File: config.mk
export PLATFORM = sky130hd
export DESIGN_NAME = tnn_neuron_scheduler_flat
export DESIGN_NICKNAME = d
export VERILOG_FILES = /design/src/rtl/tnn_neuron_scheduler_if.sv /design/src/rtl/tnn_neuron_scheduler.sv /design/src/flat_wrapper.sv
export SDC_FILE = /design/constraint.sdc
export NUM_CORES = 1
export LEC_CHECK = 0
export CAP_MARGIN = 10
export CORE_MARGIN = 2
export CORE_UTILIZATION = 45
export CTS_BUF_LIST = sky130_fd_sc_hd__clkbuf_4
export CTS_CLUSTER_DIAMETER = 40
export DETAILED_ROUTE_END_ITERATION = 7
export PLACE_DENSITY_LB_ADDON = 0.08
export SLEW_MARGIN = 40
export SYNTH_ARGS = -nofsm -noshare
export SYNTH_HDL_FRONTEND = slang
export SYNTH_HIERARCHICAL = 1
export SYNTH_SLANG_ARGS = --single-unit
File: constraint.sdc
create_clock -name clk -period 8.9 [get_ports clk]
set_clock_uncertainty 0.2 [all_clocks]
set_input_delay 1.78 -clock clk [delete_from_list [all_inputs] [get_ports clk]]
set_output_delay 1.78 -clock clk [all_outputs]
set_load 0.02 [all_outputs]
File: src/rtl/tnn_neuron_scheduler_if.sv
// Frame, config and result handshake bundle for the TNN neuron scheduler.
interface tnn_neuron_scheduler_if #(
  parameter int unsigned W         = 3,
  parameter int unsigned N_NEURONS = 6
);
  localparam int unsigned AW = (N_NEURONS > 1) ? $clog2(N_NEURONS) : 1;

  logic                      in_valid;
  logic                      in_ready;
  logic [N_NEURONS*W-1:0]    in_a;
  logic [N_NEURONS*W-1:0]    in_b;
  logic                      cfg_we;
  logic [AW-1:0]             cfg_addr;
  logic [W-1:0]              cfg_data;
  logic                      cfg_busy;
  logic                      out_valid;
  logic                      out_ready;
  logic [N_NEURONS-1:0]      out_bits;

  modport master (
    output in_valid, in_a, in_b, cfg_we, cfg_addr, cfg_data, out_ready,
    input  in_ready, cfg_busy, out_valid, out_bits
  );

  modport slave (
    input  in_valid, in_a, in_b, cfg_we, cfg_addr, cfg_data, out_ready,
    output in_ready, cfg_busy, out_valid, out_bits
  );
endinterface

File: src/rtl/tnn_neuron_scheduler.sv
// Time-multiplexed sum-threshold evaluation of one TNN layer frame, one neuron
// per cycle, with a per-neuron threshold register file.

// Exact compare leaf: out = (a + b) >= c without overflow; approximate variants
// replace this module with the same ports.
module tnn_cmp_exact #(
  parameter int unsigned W = 3
) (
  input  logic [W-1:0] a,
  input  logic [W-1:0] b,
  input  logic [W-1:0] c,
  output logic         out
);
  logic [W:0] sum;

  always_comb begin
    sum = {1'b0, a} + {1'b0, b};
    out = (sum >= {1'b0, c});
  end
endmodule

module tnn_neuron_scheduler #(
  parameter int unsigned W         = 3,
  parameter int unsigned N_NEURONS = 6,
  parameter logic [W-1:0] THR_RESET = W'(4)
) (
  input  logic                   clk,
  input  logic                   rst,
  tnn_neuron_scheduler_if.slave  bus
);
  localparam int unsigned AW = (N_NEURONS > 1) ? $clog2(N_NEURONS) : 1;

  typedef enum logic [1:0] {
    S_IDLE = 2'd0,
    S_RUN  = 2'd1,
    S_DONE = 2'd2
  } state_t;

  state_t         state;
  logic [AW-1:0]  idx;
  logic [W-1:0]   frame_a [N_NEURONS];
  logic [W-1:0]   frame_b [N_NEURONS];
  logic [W-1:0]   thr     [N_NEURONS];
  logic           cmp_out;

  logic                 in_ready_q;
  logic                 cfg_busy_q;
  logic                 out_valid_q;
  logic [N_NEURONS-1:0] out_bits_q;

  assign bus.in_ready  = in_ready_q;
  assign bus.cfg_busy  = cfg_busy_q;
  assign bus.out_valid = out_valid_q;
  assign bus.out_bits  = out_bits_q;

  tnn_cmp_exact #(.W(W)) u_cmp (
    .a   (frame_a[idx]),
    .b   (frame_b[idx]),
    .c   (thr[idx]),
    .out (cmp_out)
  );

  // Scheduler FSM; handshake outputs are registered alongside the state.
  always_ff @(posedge clk) begin
    if (rst) begin
      state       <= S_IDLE;
      idx         <= '0;
      in_ready_q  <= 1'b1;
      cfg_busy_q  <= 1'b0;
      out_valid_q <= 1'b0;
      out_bits_q  <= '0;
      for (int i = 0; i < int'(N_NEURONS); i++) begin
        thr[i]     <= THR_RESET;
        frame_a[i] <= '0;
        frame_b[i] <= '0;
      end
    end else begin
      case (state)
        S_IDLE: begin
          // Config writes only land while idle; out-of-range addresses are dropped.
          if (bus.cfg_we && ({1'b0, bus.cfg_addr} < (AW+1)'(N_NEURONS))) begin
            thr[bus.cfg_addr] <= bus.cfg_data;
          end
          if (bus.in_valid) begin
            for (int i = 0; i < int'(N_NEURONS); i++) begin
              frame_a[i] <= bus.in_a[i*W +: W];
              frame_b[i] <= bus.in_b[i*W +: W];
            end
            out_bits_q <= '0;
            idx        <= '0;
            in_ready_q <= 1'b0;
            cfg_busy_q <= 1'b1;
            state      <= S_RUN;
          end
        end
        S_RUN: begin
          out_bits_q[idx] <= cmp_out;
          if (idx == AW'(N_NEURONS - 1)) begin
            idx         <= '0;
            out_valid_q <= 1'b1;
            state       <= S_DONE;
          end else begin
            idx <= idx + AW'(1);
          end
        end
        S_DONE: begin
          if (bus.out_ready) begin
            out_valid_q <= 1'b0;
            in_ready_q  <= 1'b1;
            cfg_busy_q  <= 1'b0;
            state       <= S_IDLE;
          end
        end
        default: begin
          state       <= S_IDLE;
          idx         <= '0;
          in_ready_q  <= 1'b1;
          cfg_busy_q  <= 1'b0;
          out_valid_q <= 1'b0;
        end
      endcase
    end
  end
endmodule

File: src/flat_wrapper.sv
// flat-port wrapper written by rule: the top's interface ports become plain ports
module tnn_neuron_scheduler_flat 
#(
  parameter int unsigned W         = 3,
  parameter int unsigned N_NEURONS = 6,
  parameter logic [W-1:0] THR_RESET = W'(4)
)
  (clk, rst, bus_in_valid, bus_in_a, bus_in_b, bus_cfg_we, bus_cfg_addr, bus_cfg_data, bus_out_ready, bus_in_ready, bus_cfg_busy, bus_out_valid, bus_out_bits);
  tnn_neuron_scheduler_if #(.W(W), .N_NEURONS(N_NEURONS)) bus_i ();
  input  logic clk;
  input  logic rst;
  input wire logic [$bits(bus_i.in_valid)-1:0] bus_in_valid;
  input wire logic [$bits(bus_i.in_a)-1:0] bus_in_a;
  input wire logic [$bits(bus_i.in_b)-1:0] bus_in_b;
  input wire logic [$bits(bus_i.cfg_we)-1:0] bus_cfg_we;
  input wire logic [$bits(bus_i.cfg_addr)-1:0] bus_cfg_addr;
  input wire logic [$bits(bus_i.cfg_data)-1:0] bus_cfg_data;
  input wire logic [$bits(bus_i.out_ready)-1:0] bus_out_ready;
  output wire logic [$bits(bus_i.in_ready)-1:0] bus_in_ready;
  output wire logic [$bits(bus_i.cfg_busy)-1:0] bus_cfg_busy;
  output wire logic [$bits(bus_i.out_valid)-1:0] bus_out_valid;
  output wire logic [$bits(bus_i.out_bits)-1:0] bus_out_bits;
  assign bus_i.in_valid = bus_in_valid;
  assign bus_i.in_a = bus_in_a;
  assign bus_i.in_b = bus_in_b;
  assign bus_i.cfg_we = bus_cfg_we;
  assign bus_i.cfg_addr = bus_cfg_addr;
  assign bus_i.cfg_data = bus_cfg_data;
  assign bus_i.out_ready = bus_out_ready;
  assign bus_in_ready = bus_i.in_ready;
  assign bus_cfg_busy = bus_i.cfg_busy;
  assign bus_out_valid = bus_i.out_valid;
  assign bus_out_bits = bus_i.out_bits;
  tnn_neuron_scheduler #(.W(W), .N_NEURONS(N_NEURONS), .THR_RESET(THR_RESET)) u_core (.clk(clk), .rst(rst), .bus(bus_i));
endmodule
==> flow_summary.ini <==
[status]
status = finished, final reports clean

[routing]
vias = 2296
wirelength_mm = 6.756
drc_errors = 0
drtPass1Iterations = 4
vias_per_cell = 5.390
drtAntennaViolNets = 0
drtIter0Drc = 130
wl_per_cell_microns = 15.86

[synthesis]
synthTopCellsByArea = edfxtp_1 (49%), dfxtp_1 (9.3%), and3_1 (7.3%), mux4_2 (5.5%), mux2_2 (4.6%)
synth_warnings = 6
avgSynthCellArea_sq_um = 13.71
async_flop_share_pct = 0
synth_top_area_cell = edfxtp_1
netlist.area_leader.share_pct = 49.05
ys.flop_type = edfxtp_1
yosysUniqueCellTypes = 43
synthesis.area_sq_mm = 0.003674
synth_common_cells = edfxtp_1 (60), and3_1 (43), dfxtp_1 (17)
syn_inst = 268
ys_seq_area_share_pct = 58.31
yosysMostFrequentCell = edfxtp_1
ys_seq_elements = 77
synth_edf_count = 60

[finish]
fin_cells = 426
insertedDiodeCount = 0
final_area_sq_mm = 0.004400
final_util_pct = 56.36
syn2layout_area_growth_pct = 19.79
nets = 374
drive_above_1_share_pct = 15.43

[critical_path]
critPathCaptureType = flip-flop
rr_endpoint = u_core/bus.out_bits[4]
crit_arrival_ns = 4.08
cp-start-kind = flip-flop
path_max_fanout = 18
criticalPathCategory = reg -> reg
rrSetupSlack_ns = 4.92
r2r_cells = 11
required_ns = 8.99

[power]
power_leakage_nw = 1.747
switching_power_uw = 161.7
p_int_uw = 542.5
p_comb_share_pct = 12.8
max-vdd-ir-drop_uv = 84.33
p_per_area_mw_per_mm2 = 160.0
sequentialPowerShare_pct = 59.3
p_clk_share_pct = 28.0
sw_frac_of_total_pct = 22.96

[placement]
place_congestion = 0.7587
hpwl_mm = 4.640
io_buffers = 55
place_inst = 411
dpl_cell_area_sq_mm = 0.004273

[min_path]
min_delay_path_depth = 2
hold_class = reg -> reg
hold_start = u_core/bus.out_valid
holdPathEnd = u_core/bus.out_valid

[grt]
grt_antenna_before_repair = 0
grt_max_degree = 41
track_usage_pct = 16.51
globalRouteOverflowTotal = 0
grt_pass1_vias = 2218
grt_pass1_wl_mm = 11.01

[clocking]
hold_buffers = 0
clk_path_buf_depth = 2
cts_tree = built
ctsRootBufferMaster = clkbuf_4
worstSkewPairLatency_ns = 0.40
htree_num_levels = 3
cts_sinks = 77
cts.repair.resized = 0
numCtsBuffers = 9
postCtsSetupRepairBufs = 0
clk_pin_slew_ns = 0.11

[timing]
setup_tns_ns = 0
finalSetupViolCount = 0
clock.fmax_mhz = 251.1
finalCritPeriodShare_pct = 44.75
rsz0062_at_grt = no
maxSlewViolCount = 0
max_slew_margin_pct = 53.85
finalCriticalPeriod_ns = 3.983
hold-worst-slack_ns = 0.2613
hold_viol_final = 0
tightest_slew_ns = 0.6913

[floorplan]
core_area_sq_mm = 0.007807
die_h_microns = 94.35
io_pins = 56
row_count = 32
die_w_microns = 94.35
dieArea_sq_mm = 0.008902
start_util_pct = 47.05

[flow_run]
cap_violations = 0
power by group through the flow:
stage               Clock, mW  Combinational (mW)  Sequential (mW)
CTS                     0.205              0.0906            0.418
finish                  0.197              0.0898            0.417
floorplan                   0              0.0560            0.421
global route            0.221              0.0995            0.420
detailed placement          0              0.0900            0.426
global placement            0              0.0884            0.425
cell families (layout without fill, tap and decap cells):
family | count (synthesis) | count (layout) | synth area share (%)
multiplexers | 31 | 31 | 13.49
XOR/XNOR | 1 | 1 | 0.2385
buffers and inverters | 31 | 82 | 3.985
other | 1 | 6 | 0.1021
AND/OR/NAND/NOR | 95 | 95 | 16.72
adder cells (fa/ha/maj) | 7 | 7 | 2.589
flip-flops | 77 | 77 | 58.31
AO/OA/AOI/OAI | 25 | 25 | 4.564
worst max-delay path by stage:
stage / from / end / slack (ns) / depth (start not counted)
after global placement: bus_in_valid / u_core/frame_a[0][1] / 4.42 / 4
after floorplan: bus_in_valid / u_core/frame_a[0][0] / 5.22 / 2
final: flip-flop / u_core/bus.out_bits[4] / 4.92 / 11
after detailed placement: rst / u_core/thr[0][0] / 4.83 / 4
after CTS: flip-flop / u_core/bus.out_bits[4] / 4.87 / 11
after global routing: flip-flop / u_core/bus.out_bits[2] / 4.69 / 10
registers in the layout (all words and copies together) (netlist names), named ones only:
name / flops
u_core/state: 2
u_core/frame_b: 18
u_core/bus.out_bits: 6
u_core/bus.out_valid: 1
u_core/bus.in_ready: 1
u_core/idx: 3
u_core/bus.cfg_busy: 1
u_core/thr: 24
u_core/frame_a: 18
critical path, cell delays in order (launching register included):
cell and delay [ns]:
dfxtp_2 0.66, mux2_1 0.38, mux4_2 0.47, ha_1 0.25
fa_1 0.38, xor2_1 0.15, ha_1 0.27, o21ai_0 0.08
a21oi_1 0.05, or4_1 0.47, nor2b_1 0.21, mux2_2 0.30
final cells by class:
cell class | count | area (sq um)
Timing Repair Buffer | 57 | 560.5
Clock buffer | 10 | 75.07
Clock inverter | 5 | 52.55
Sequential cell | 77 | 2143
Tap cell | 102 | 127.6
Multi-Input combinational cell | 165 | 1404
Inverter | 10 | 37.54
Fill cell | 668 | 3407
through the flow:
stage               setup slack (ns)  total power [mW]
detailed placement             4.826            0.5160
global route                   4.685            0.7403
CTS                            4.874            0.7132
floorplan                      5.223            0.4775
global placement               4.424            0.5138
finish                         4.917            0.7041
per-layer routing:
layer	vias up	wire (microns)	GRT usage, %	part of all wire [%]
met2	46	3175	24.52	47
met4	0	103	7.367	1.5
met5	-	0	0	0
li1	1138	-	-	-
met1	1103	3247	23.49	48
met3	9	229	3.512	3.4
layout by cell type, fill, tap and decap left out, types with 3 or more instances in the layout:
master / synthesis / layout
a21o_1: 3 / 3
a21oi_1: 6 / 6
a31o_2: 3 / 3
and3_1: 43 / 43
and4_1: 10 / 10
clkbuf_4: 0 / 10
clkdlybuf4s50_1: 0 / 54
clkinv_2: 0 / 3
conb_1: 1 / 6
dfxtp_1: 17 / 16
edfxtp_1: 60 / 60
ha_1: 6 / 6
inv_1: 10 / 10
mux2_1: 4 / 4
mux2_2: 15 / 15
mux4_1: 3 / 3
mux4_2: 9 / 9
nand2_1: 5 / 5
nand2b_1: 3 / 3
nand4_1: 5 / 5
nor2_1: 8 / 8
nor2b_1: 6 / 6
nor3b_1: 3 / 3
o21ai_0: 5 / 5
Power figures use the tool's default switching activity.
